<file path="src/rtl/run_ctrl_pkg.sv">
// Shared types and default parameters for the core run controller.
//   state_e   : sequencer states, IDLE -> LOAD -> CRST -> REQ -> RUN -> DONE -> IDLE
//   Def*      : default values for the top-level parameters
package run_ctrl_pkg;

  typedef enum logic [2:0] {
    StIdle,
    StLoad,
    StCrst,
    StReq,
    StRun,
    StDone
  } state_e;

  localparam int unsigned DefAw      = 8;
  localparam int unsigned DefCw      = 16;
  localparam int unsigned DefTimeout = 4000;
  localparam int unsigned DefRstHold = 2;
  localparam int unsigned DataW      = 8;

endpackage

</file>
<file path="src/rtl/sat_counter.sv">
// Saturating up-counter with synchronous clear.
//   clk_i, rst_ni : clock, asynchronous active-low reset
//   clr_i         : clear to zero (has priority over inc_i)
//   inc_i         : increment by one, sticking at MAX
//   count_o       : current count
//   at_max_o      : count == MAX
//   near_max_o    : count == MAX-1, i.e. the next increment reaches MAX
module sat_counter #(
  parameter int unsigned W   = 16,
  parameter int unsigned MAX = 4000
) (
  input  logic         clk_i,
  input  logic         rst_ni,
  input  logic         clr_i,
  input  logic         inc_i,
  output logic [W-1:0] count_o,
  output logic         at_max_o,
  output logic         near_max_o
);

  localparam logic [W-1:0] MaxVal  = W'(MAX);
  localparam logic [W-1:0] NearVal = W'(MAX - 1);

  logic [W-1:0] count_d, count_q;

  always_comb begin
    count_d = count_q;
    if (clr_i) begin
      count_d = '0;
    end else if (inc_i && (count_q != MaxVal)) begin
      count_d = count_q + W'(1);
    end
  end

  always_ff @(posedge clk_i or negedge rst_ni) begin
    if (!rst_ni) begin
      count_q <= '0;
    end else begin
      count_q <= count_d;
    end
  end

  assign count_o    = count_q;
  assign at_max_o   = (count_q == MaxVal);
  assign near_max_o = (count_q == NearVal);

endmodule

</file>
<file path="src/rtl/core_run_ctrl.sv">
// Host-side sequencer for one processor core: streams an operand image into data
// memory while the core is held in reset, releases reset, pulses req and times the
// run until core_done or a timeout.
//   clk, reset          : clock, asynchronous active-low reset
//   start               : begin a load+run (honoured in IDLE only)
//   ld_valid/ld_ready   : load-beat handshake; ld_addr/ld_data/ld_last carry the beat
//   busy                : high in every state except IDLE
//   run_done            : one-cycle pulse at the end of a run
//   timeout, cyc_count  : run result, held until the next start
//   core_reset/core_req : active-high reset and one-cycle request to the core
//   core_done           : core finished (only looked at in RUN)
//   dm_wr_en/addr/dat   : registered data-memory write, one per accepted beat
module core_run_ctrl
  import run_ctrl_pkg::*;
#(
  parameter int unsigned AW       = DefAw,
  parameter int unsigned CW       = DefCw,
  parameter int unsigned TIMEOUT  = DefTimeout,
  parameter int unsigned RST_HOLD = DefRstHold
) (
  input  logic             clk,
  input  logic             reset,
  input  logic             start,
  input  logic             ld_valid,
  output logic             ld_ready,
  input  logic [AW-1:0]    ld_addr,
  input  logic [DataW-1:0] ld_data,
  input  logic             ld_last,
  output logic             busy,
  output logic             run_done,
  output logic             timeout,
  output logic [CW-1:0]    cyc_count,
  output logic             core_reset,
  output logic             core_req,
  input  logic             core_done,
  output logic             dm_wr_en,
  output logic [AW-1:0]    dm_addr,
  output logic [DataW-1:0] dm_dat
);

  localparam int unsigned HoldW = (RST_HOLD > 1) ? $clog2(RST_HOLD) : 1;
  localparam logic [HoldW-1:0] HoldLast = HoldW'(RST_HOLD - 1);

  state_e state_d, state_q;

  logic [HoldW-1:0] hold_d, hold_q;
  logic             hold_done;

  logic             core_reset_d, core_reset_q;
  logic             core_req_d, core_req_q;
  logic             run_done_d, run_done_q;
  logic             timeout_d, timeout_q;
  logic             dm_wr_en_d, dm_wr_en_q;
  logic [AW-1:0]    dm_addr_d, dm_addr_q;
  logic [DataW-1:0] dm_dat_d, dm_dat_q;

  logic ld_accept;
  logic cnt_clr, cnt_inc, cnt_at_max, cnt_near_max, run_limit;

  assign ld_ready  = (state_q == StLoad);
  assign busy      = (state_q != StIdle);
  assign ld_accept = ld_ready & ld_valid;

  assign cnt_clr = (state_q == StIdle) & start;
  assign cnt_inc = (state_q == StRun);

  sat_counter #(
    .W   (CW),
    .MAX (TIMEOUT)
  ) u_cyc_cnt (
    .clk_i      (clk),
    .rst_ni     (reset),
    .clr_i      (cnt_clr),
    .inc_i      (cnt_inc),
    .count_o    (cyc_count),
    .at_max_o   (cnt_at_max),
    .near_max_o (cnt_near_max)
  );

  // This RUN cycle's increment brings the count to TIMEOUT.
  assign run_limit = cnt_near_max | cnt_at_max;

  // CRST hold counter: restarts from zero every time CRST is entered.
  assign hold_done = (hold_q == HoldLast);

  always_comb begin
    hold_d = '0;
    if (state_q == StCrst) begin
      hold_d = hold_q + HoldW'(1);
    end
  end

  // State register.
  always_ff @(posedge clk or negedge reset) begin
    if (!reset) begin
      state_q <= StIdle;
      hold_q  <= '0;
    end else begin
      state_q <= state_d;
      hold_q  <= hold_d;
    end
  end

  // Next-state logic.
  always_comb begin
    state_d = state_q;
    unique case (state_q)
      StIdle: if (start) state_d = StLoad;
      StLoad: if (ld_valid && ld_last) state_d = StCrst;
      StCrst: if (hold_done) state_d = StReq;
      StReq:  state_d = StRun;
      StRun:  if (core_done || run_limit) state_d = StDone;
      StDone: state_d = StIdle;
      default: state_d = StIdle;
    endcase
  end

  // Output logic. Core-side strobes are decoded from the next state so their
  // registered copies line up exactly with the state they belong to.
  always_comb begin
    core_reset_d = !((state_d == StReq) || (state_d == StRun));
    core_req_d   = (state_d == StReq);
    run_done_d   = (state_d == StDone);

    timeout_d = timeout_q;
    if (cnt_clr) begin
      timeout_d = 1'b0;
    end else if ((state_q == StRun) && !core_done && run_limit) begin
      // core_done in the same cycle as the limit counts as a normal finish.
      timeout_d = 1'b1;
    end

    dm_wr_en_d = ld_accept;
    dm_addr_d  = dm_addr_q;
    dm_dat_d   = dm_dat_q;
    if (ld_accept) begin
      dm_addr_d = ld_addr;
      dm_dat_d  = ld_data;
    end
  end

  always_ff @(posedge clk or negedge reset) begin
    if (!reset) begin
      core_reset_q <= 1'b1;
      core_req_q   <= 1'b0;
      run_done_q   <= 1'b0;
      timeout_q    <= 1'b0;
      dm_wr_en_q   <= 1'b0;
      dm_addr_q    <= '0;
      dm_dat_q     <= '0;
    end else begin
      core_reset_q <= core_reset_d;
      core_req_q   <= core_req_d;
      run_done_q   <= run_done_d;
      timeout_q    <= timeout_d;
      dm_wr_en_q   <= dm_wr_en_d;
      dm_addr_q    <= dm_addr_d;
      dm_dat_q     <= dm_dat_d;
    end
  end

  assign core_reset = core_reset_q;
  assign core_req   = core_req_q;
  assign run_done   = run_done_q;
  assign timeout    = timeout_q;
  assign dm_wr_en   = dm_wr_en_q;
  assign dm_addr    = dm_addr_q;
  assign dm_dat     = dm_dat_q;

endmodule

</file>
<file path="config.mk">
export PLATFORM = sky130hd
export DESIGN_NAME = core_run_ctrl
export DESIGN_NICKNAME = d
export VERILOG_FILES = /design/src/rtl/run_ctrl_pkg.sv /design/src/rtl/sat_counter.sv /design/src/rtl/core_run_ctrl.sv
export SDC_FILE = /design/constraint.sdc
export NUM_CORES = 1
export LEC_CHECK = 0
export CORE_MARGIN = 3
export CORE_UTILIZATION = 24
export CTS_CLUSTER_DIAMETER = 80
export DETAILED_ROUTE_END_ITERATION = 12
export GPL_TIMING_DRIVEN = 0
export PLACE_DENSITY = 0.54
export SYNTH_ARGS = -nofsm -noshare
export SYNTH_HDL_FRONTEND = slang
export SYNTH_SLANG_ARGS = --single-unit
</file>
<file path="constraint.sdc">
create_clock -name clk -period 6.69 [get_ports clk]
set_clock_uncertainty 0.2 [all_clocks]
set_input_delay 1.0035 -clock clk [delete_from_list [all_inputs] [get_ports clk]]
set_output_delay 1.0035 -clock clk [all_outputs]
set_load 0.05 [all_outputs]
</file>
==> results of run 1 <==
## path summary, 6_finish.rpt
kind                                 start  slack [ns]  cells after the start         end
worst min register to register   hold_done        0.24                      1   hold_done
worst min-delay path             hold_done        0.24                      1   hold_done
max in group asynchronous            reset        5.30                      2  core_reset
worst max register to register  state_q[0]        4.05                      5  dm_addr[4]
worst max-delay path            state_q[0]        3.46                      3    ld_ready
min in group asynchronous            reset        0.44                      1   dm_dat[3]
## flip-flops by register name, summed over array words and instances, names as in the netlist
name,flops
state_q,3
u_cyc_cnt.count_o,16
timeout,1
dm_wr_en,1
core_req,1
run_done,1
core_reset,1
dm_dat,8
dm_addr,8
hold_done,1
## placed cells by master, fill, tap and decap left out, types with 2 or more instances in the layout
cell type and instances:
or4_1 5, clkbuf_8 5, nand3_1 5, nand2b_1 3
nor2_1 9, nand4_1 6, o31ai_1 3, nor4_1 3
nor3_1 6, nand2_1 16, xnor2_1 4, buf_2 2
and3_1 2, mux2_2 16, dfrtp_1 40, a21oi_1 8
or3_1 2, clkdlybuf4s50_1 59, o21ai_0 6, clkbuf_1 6
inv_1 7, ha_1 2, nor2b_1 2, nor3b_1 3
mux2i_1 2, xor2_1 3
## metal layers
layer / up-vias / GRT usage (%)
met5: - / 0
met4: 0 / 3.37
met3: 5 / 2.56
met2: 35 / 16.1
met1: 729 / 14.3
li1: 750 / -
## worst max-delay path, cell delays in order, from the launching register on
cell	delay, ns
dfrtp_1	0.35
clkbuf_1	0.30
nor3b_1	0.25
clkdlybuf4s50_1	0.83
## power groups by stage
| stage | clock, W | combinational [W] | sequential, W |
|---|---|---|---|
| 6_report | 0.000205 | 0.000597 | 0.000359 |
| 5_1_grt | 0.000223 | 0.000635 | 0.000371 |
| 4_1_cts | 0.000212 | 0.000605 | 0.000361 |
| 3_5_place_dp | 0 | 0.000603 | 0.000366 |
| 3_3_place_gp | 0 | 0.000601 | 0.000363 |
| 2_1_floorplan | 0 | 0.000194 | 0.000575 |
## logic make-up after synthesis
kind of cell	Yosys count	share of synthesized area [%]
and+or+nand+nor	67	19.5
xor gates and xnor gates	7	3.29
muxes	18	10.7
adders and majority gates	2	1.34
AOI/OAI and AO/OA	22	7.11
DFF	41	55.1
buffers and inverters	14	2.89
## area by class of cell
class	instances	area, um^2	share of cell area (%)
inverters	7	26.3	0.966
plain buffers	7	27.5	1.01
well taps	99	124	4.56
clock inverters	3	46.3	1.70
clock buffers	5	68.8	2.53
repair buffers	61	616	22.6
flip-flops and latches	41	1030	37.8
multi-input cells	116	783	28.8
## through the flow
| step | setup WS [ns] | utilization, % | total power, W |
|---|---|---|---|
| 6_report | 3.46 | 36.7 | 0.00116 |
| 3_5_place_dp | 3.16 | 35.1 | 0.000969 |
| 4_1_cts | 3.45 | 36.7 | 0.00118 |
| 5_1_grt | 3.36 | 36.7 | 0.00123 |
| 2_1_floorplan | 3.74 | - | 0.000768 |
| 3_3_place_gp | 3.18 | 34.9 | 0.000964 |
==> flow_summary.json, run 1 <==
{
  "async_flop_share_pct": 100,
  "cp-start-kind": "flip-flop",
  "die_area_um2": 8860,
  "rsz0062_at_grt": "false",
  "grt_pass1_vias": 1521,
  "cp_max_fo": 10,
  "ys_seq_elements": 41,
  "die_h_um": 94.1,
  "wl_per_cell_um": 13.0,
  "syn_area_per_cell_um2": 10.9,
  "post_cts_buffers": 0,
  "post_cts_resized": 0,
  "required_ns": 5.49,
  "cp.arrival_ns": 2.03,
  "internal-power_w": 0.000649,
  "hold_viol": 0,
  "synth-warning-count": 0,
  "synth_edf_count": 0,
  "worst_slew_pin_slew_ns": 1.09,
  "drt_iter0_drc": 66,
  "yosysTopAreaCell": "dfrtp_1",
  "power.density_nw_per_um2": 427,
  "top_layer_used": "met4",
  "vdd_drop_max_uv": 330,
  "drc_errors": 0,
  "final-max-slew-violation-count": 0,
  "slew_headroom_pct": 27.0,
  "hold_buffers": 0,
  "cp-end-kind": "output pin",
  "status": "finished, final reports clean",
  "path_class": "flip-flop to output pin",
  "p_comb_share_pct": 51.4,
  "wl_met3_um": 202,
  "cts_buffers": 5,
  "synth_common_cells": "dfrtp_1, mux2_2, nand2_1, nor2_1, a21oi_1",
  "drive_above_1_share_pct": 11.7,
  "finalSetupViolations": 0,
  "cts_tree": "built",
  "num_antenna_cells": 0,
  "min_period_over_period_pct": 48.3,
  "grt_start_max_net_pins": 25,
  "synth_seq_area_share_pct": 55.1,
  "antenna_found_initial": 0,
  "track_usage_pct": 10.4,
  "boundaryPins": 61,
  "clkTransAtPathRegs_ns": 0.08,
  "nFillCells": 759,
  "hold_class": "flip-flop to flip-flop",
  "h-tree-depth": 2,
  "die_w_um": 94.1,
  "synthesis.area_um2": 1860,
  "cts_sinks": 41,
  "p_clk_share_pct": 17.7,
  "syn_nets": 195,
  "cts_max_path_buffers": 2,
  "tns_ns": 0,
  "grt_first_pass_wirelength_um": 7360,
  "whs_ns": 0.237,
  "p_sw_w": 0.000513,
  "area_growth_pct": 45.8,
  "drv_cap": 0,
  "wl_met1_um": 2050,
  "numPortBuffers": 60,
  "met2_length_um": 2090,
  "vias_per_cell": 4.48,
  "start_util_pct": 25.2,
  "fmax_mhz": 310,
  "gp_congestion": 0.738,
  "ys_types": 35,
  "dpl.cell_count": 331,
  "final_cells": 339,
  "core_um2": 7410,
  "place_area_um2": 2600,
  "synth_area_leaders": "dfrtp_1, mux2_2, nand2_1",
  "grt_remaining_overflow": 0,
  "routed_wl_um": 4390,
  "ant_nets": 0,
  "power_frac_seq_pct": 30.9,
  "synth_top_area_share_pct": 53.7,
  "nets": 263,
  "synthCells": 171,
  "dp_hpwl_um": 3310,
  "cellLeakagePower_nw": 1.10,
  "synthFlopType": "dfrtp_1",
  "yosysMostFrequentCell": "dfrtp_1",
  "clk_latency_ns": 0.29,
  "finalCriticalPeriod_ns": 3.23,
  "postLayoutCellArea_um2": 2720,
  "num_vias": 1519,
  "cts_root_buffer": "clkbuf_8",
  "drt_pass1_iterations": 4,
  "placement_rows": 31,
  "swShare_pct": 44.1
}
Power figures use the tool's default switching activity.
==> run 2, diff against run 1 <==
--- a/config.mk
+++ b/config.mk
@@ -10,7 +10,7 @@
 export CTS_CLUSTER_DIAMETER = 80
 export DETAILED_ROUTE_END_ITERATION = 12
 export GPL_TIMING_DRIVEN = 0
-export PLACE_DENSITY = 0.54
+export PLACE_DENSITY = 0.56
 export SYNTH_ARGS = -nofsm -noshare
 export SYNTH_HDL_FRONTEND = slang
 export SYNTH_SLANG_ARGS = --single-unit
==> constraint.sdc (replaced) <==
create_clock -name clk -period 2.8 [get_ports clk]
set_clock_uncertainty 0.2 [all_clocks]
set_input_delay 0.42 -clock clk [delete_from_list [all_inputs] [get_ports clk]]
set_output_delay 0.42 -clock clk [all_outputs]
set_load 0.05 [all_outputs]
==> run 2 against run 1 <==
Final area increased by 0.60%. Register-to-register slack lost 3.7 ns. Die area unchanged. Via count down 1.3%. Hold slack gained 0.0022 ns. Global-route usage hardly changed. Largest power group unchanged. Critical path type unchanged. Clock-buffer cell count up 2. Combinational power is 140% higher. Critical endpoint unchanged. Final cell count increased by 0.29%.
==> flow_summary.json, run 2 (synthesized netlist as in run 1, its figures left out) <==
{
  "cts_buffers": 5,
  "seqCellArea_um2": 1030,
  "die_w_um": 94.1,
  "track_usage_pct": 10.5,
  "vdd_drop_max_uv": 573,
  "vias_per_cell": 4.41,
  "grt_start_max_net_pins": 26,
  "reg2reg_from": "state_q[1]",
  "hold_class": "flip-flop to flip-flop",
  "required_ns": 2.18,
  "fmax_mhz": 376,
  "worst_slack_ns": 0.144,
  "hp-start": "hold_done",
  "drive_above_1_share_pct": 11.6,
  "wl_per_cell_um": 13.0,
  "grt_remaining_overflow": 0,
  "cts_sinks": 41,
  "nets": 264,
  "worst_slew_pin_slew_ns": 0.710,
  "mostFrequentLayoutCell": "clkdlybuf4s50_1",
  "rsz0062_at_grt": "false",
  "gp_congestion": 0.742,
  "clk_latency_ns": 0.29,
  "cp-start-kind": "flip-flop",
  "placement_rows": 31,
  "nFillCells": 757,
  "die_area_um2": 8860,
  "boundaryPins": 61,
  "dp_slack_ns": -0.183,
  "finalCriticalPeriod_ns": 2.66,
  "drt_pass1_iterations": 4,
  "path_class": "flip-flop to output pin",
  "drc_errors": 0,
  "die_h_um": 94.1,
  "min_period_over_period_pct": 94.9,
  "dp_hpwl_um": 3340,
  "min_to": "hold_done",
  "rr_endpoint": "u_cyc_cnt.count_o[13]",
  "h-tree-depth": 2,
  "cts_tree": "built",
  "cts_max_path_buffers": 2,
  "numPortBuffers": 60,
  "routed_wl_um": 4430,
  "area_growth_pct": 46.7,
  "tns_ns": 0,
  "num_antenna_cells": 0,
  "start_util_pct": 25.2,
  "grt_pass1_vias": 1507,
  "core_um2": 7410,
  "num_vias": 1500,
  "cp_max_fo": 10,
  "final_cells": 340,
  "dpl.cell_count": 331,
  "slew_headroom_pct": 52.5,
  "grt_first_pass_wirelength_um": 7280,
  "antenna_found_initial": 0,
  "post_cts_buffers": 0,
  "hold-path-cell-count": 1,
  "cp.arrival_ns": 2.04,
  "cts_root_buffer": "clkbuf_8",
  "total_power_w": 0.00280,
  "ant_nets": 0,
  "hold_viol": 0,
  "multi_input_area_um2": 788,
  "drt_iter0_drc": 42,
  "finalSetupViolations": 0,
  "clkTransAtPathRegs_ns": 0.08,
  "largest_reg_flops": 16,
  "rrSetupSlack_ns": 0.40,
  "final-max-slew-violation-count": 0,
  "power.density_nw_per_um2": 1020,
  "status": "finished, final reports clean",
  "finalCoreUtilization_pct": 36.9,
  "cellLeakagePower_nw": 1.11,
  "r2r_cells": 5,
  "cp-end-kind": "output pin",
  "layout_common_cells": "clkdlybuf4s50_1, dfrtp_1, nand2_1, mux2_2, nor2_1",
  "drv_cap": 0
}
==> run 2: changes by cell type in the layout (fill, tap and decap cells not counted), sizes merged <==
| cell | previous run | this run |
|---|---|---|
| dlygate4sd3 | 0 | 1 |
| clkbuf | 11 | 13 |
| clkinvlp | 1 | 0 |
| clkinv | 1 | 0 |
==> run 2: what timing repair did <==
item,4_1_cts,5_1_grt
endpoints found under the hold margin,15,0
gates resized for setup,0,1
hold buffers,1,0
endpoints found under the setup margin,0,9
==> run 2: worst max path at each step <==
| stage | from | end | slack, ns | depth (start not counted) |
|---|---|---|---|---|
| 2_1_floorplan | u_cyc_cnt.count_o[1] | u_cyc_cnt.count_o[14] | 0.37 | 5 |
| 3_3_place_gp | ld_valid | dm_addr[1] | -0.19 | 5 |
| 3_5_place_dp | ld_valid | dm_addr[1] | -0.18 | 5 |
| 4_1_cts | state_q[0] | dm_addr[1] | 0.03 | 5 |
| 5_1_grt | state_q[0] | ld_ready | 0.008 | 3 |
| 6_report | state_q[0] | ld_ready | 0.14 | 3 |
==> run 2: final cells by class <==
cell class | instances | share of cell area (%)
flip-flops and latches | 41 | 37.6
multi-input cells | 116 | 28.8
repair buffers | 62 | 22.9
well taps | 99 | 4.53
clock buffers | 7 | 3.16
clock inverters | 1 | 1.10
plain buffers | 7 | 1.01
inverters | 7 | 0.961
==> run 2: critical path, cell delays in order, from the launching register on <==
cell and delay [ns]:
dfrtp_1 0.35, clkbuf_1 0.32, nor3b_1 0.24, clkdlybuf4s50_1 0.83
==> run 2: layer usage <==
metal | share of wire (%) | up-vias | track usage (%) | wire length (um)
met4 | 1.4 | 0 | 3.61 | 63
met5 | 0 | - | 0 | 0
met1 | 49 | 711 | 14.4 | 2160
met3 | 5.5 | 6 | 3.45 | 246
li1 | - | 751 | - | -
met2 | 44 | 32 | 15.3 | 1960
==> run 2: report_power, final <==
part / switching, W / leakage, nW / internal [W]
logic: 0.000922 / 0.523 / 0.000520
registers: 0.0000959 / 0.528 / 0.000765
clock network: 0.000206 / 0.0585 / 0.000291
==> run 2: metrics by stage <==
step,hold WS [ns],instance area (um^2)
after floorplan,-0.0756,1860
after global placement,0.221,2590
after detailed placement,0.187,2600
after CTS,0.235,2730
after global routing,0.244,2740
final,0.239,2740
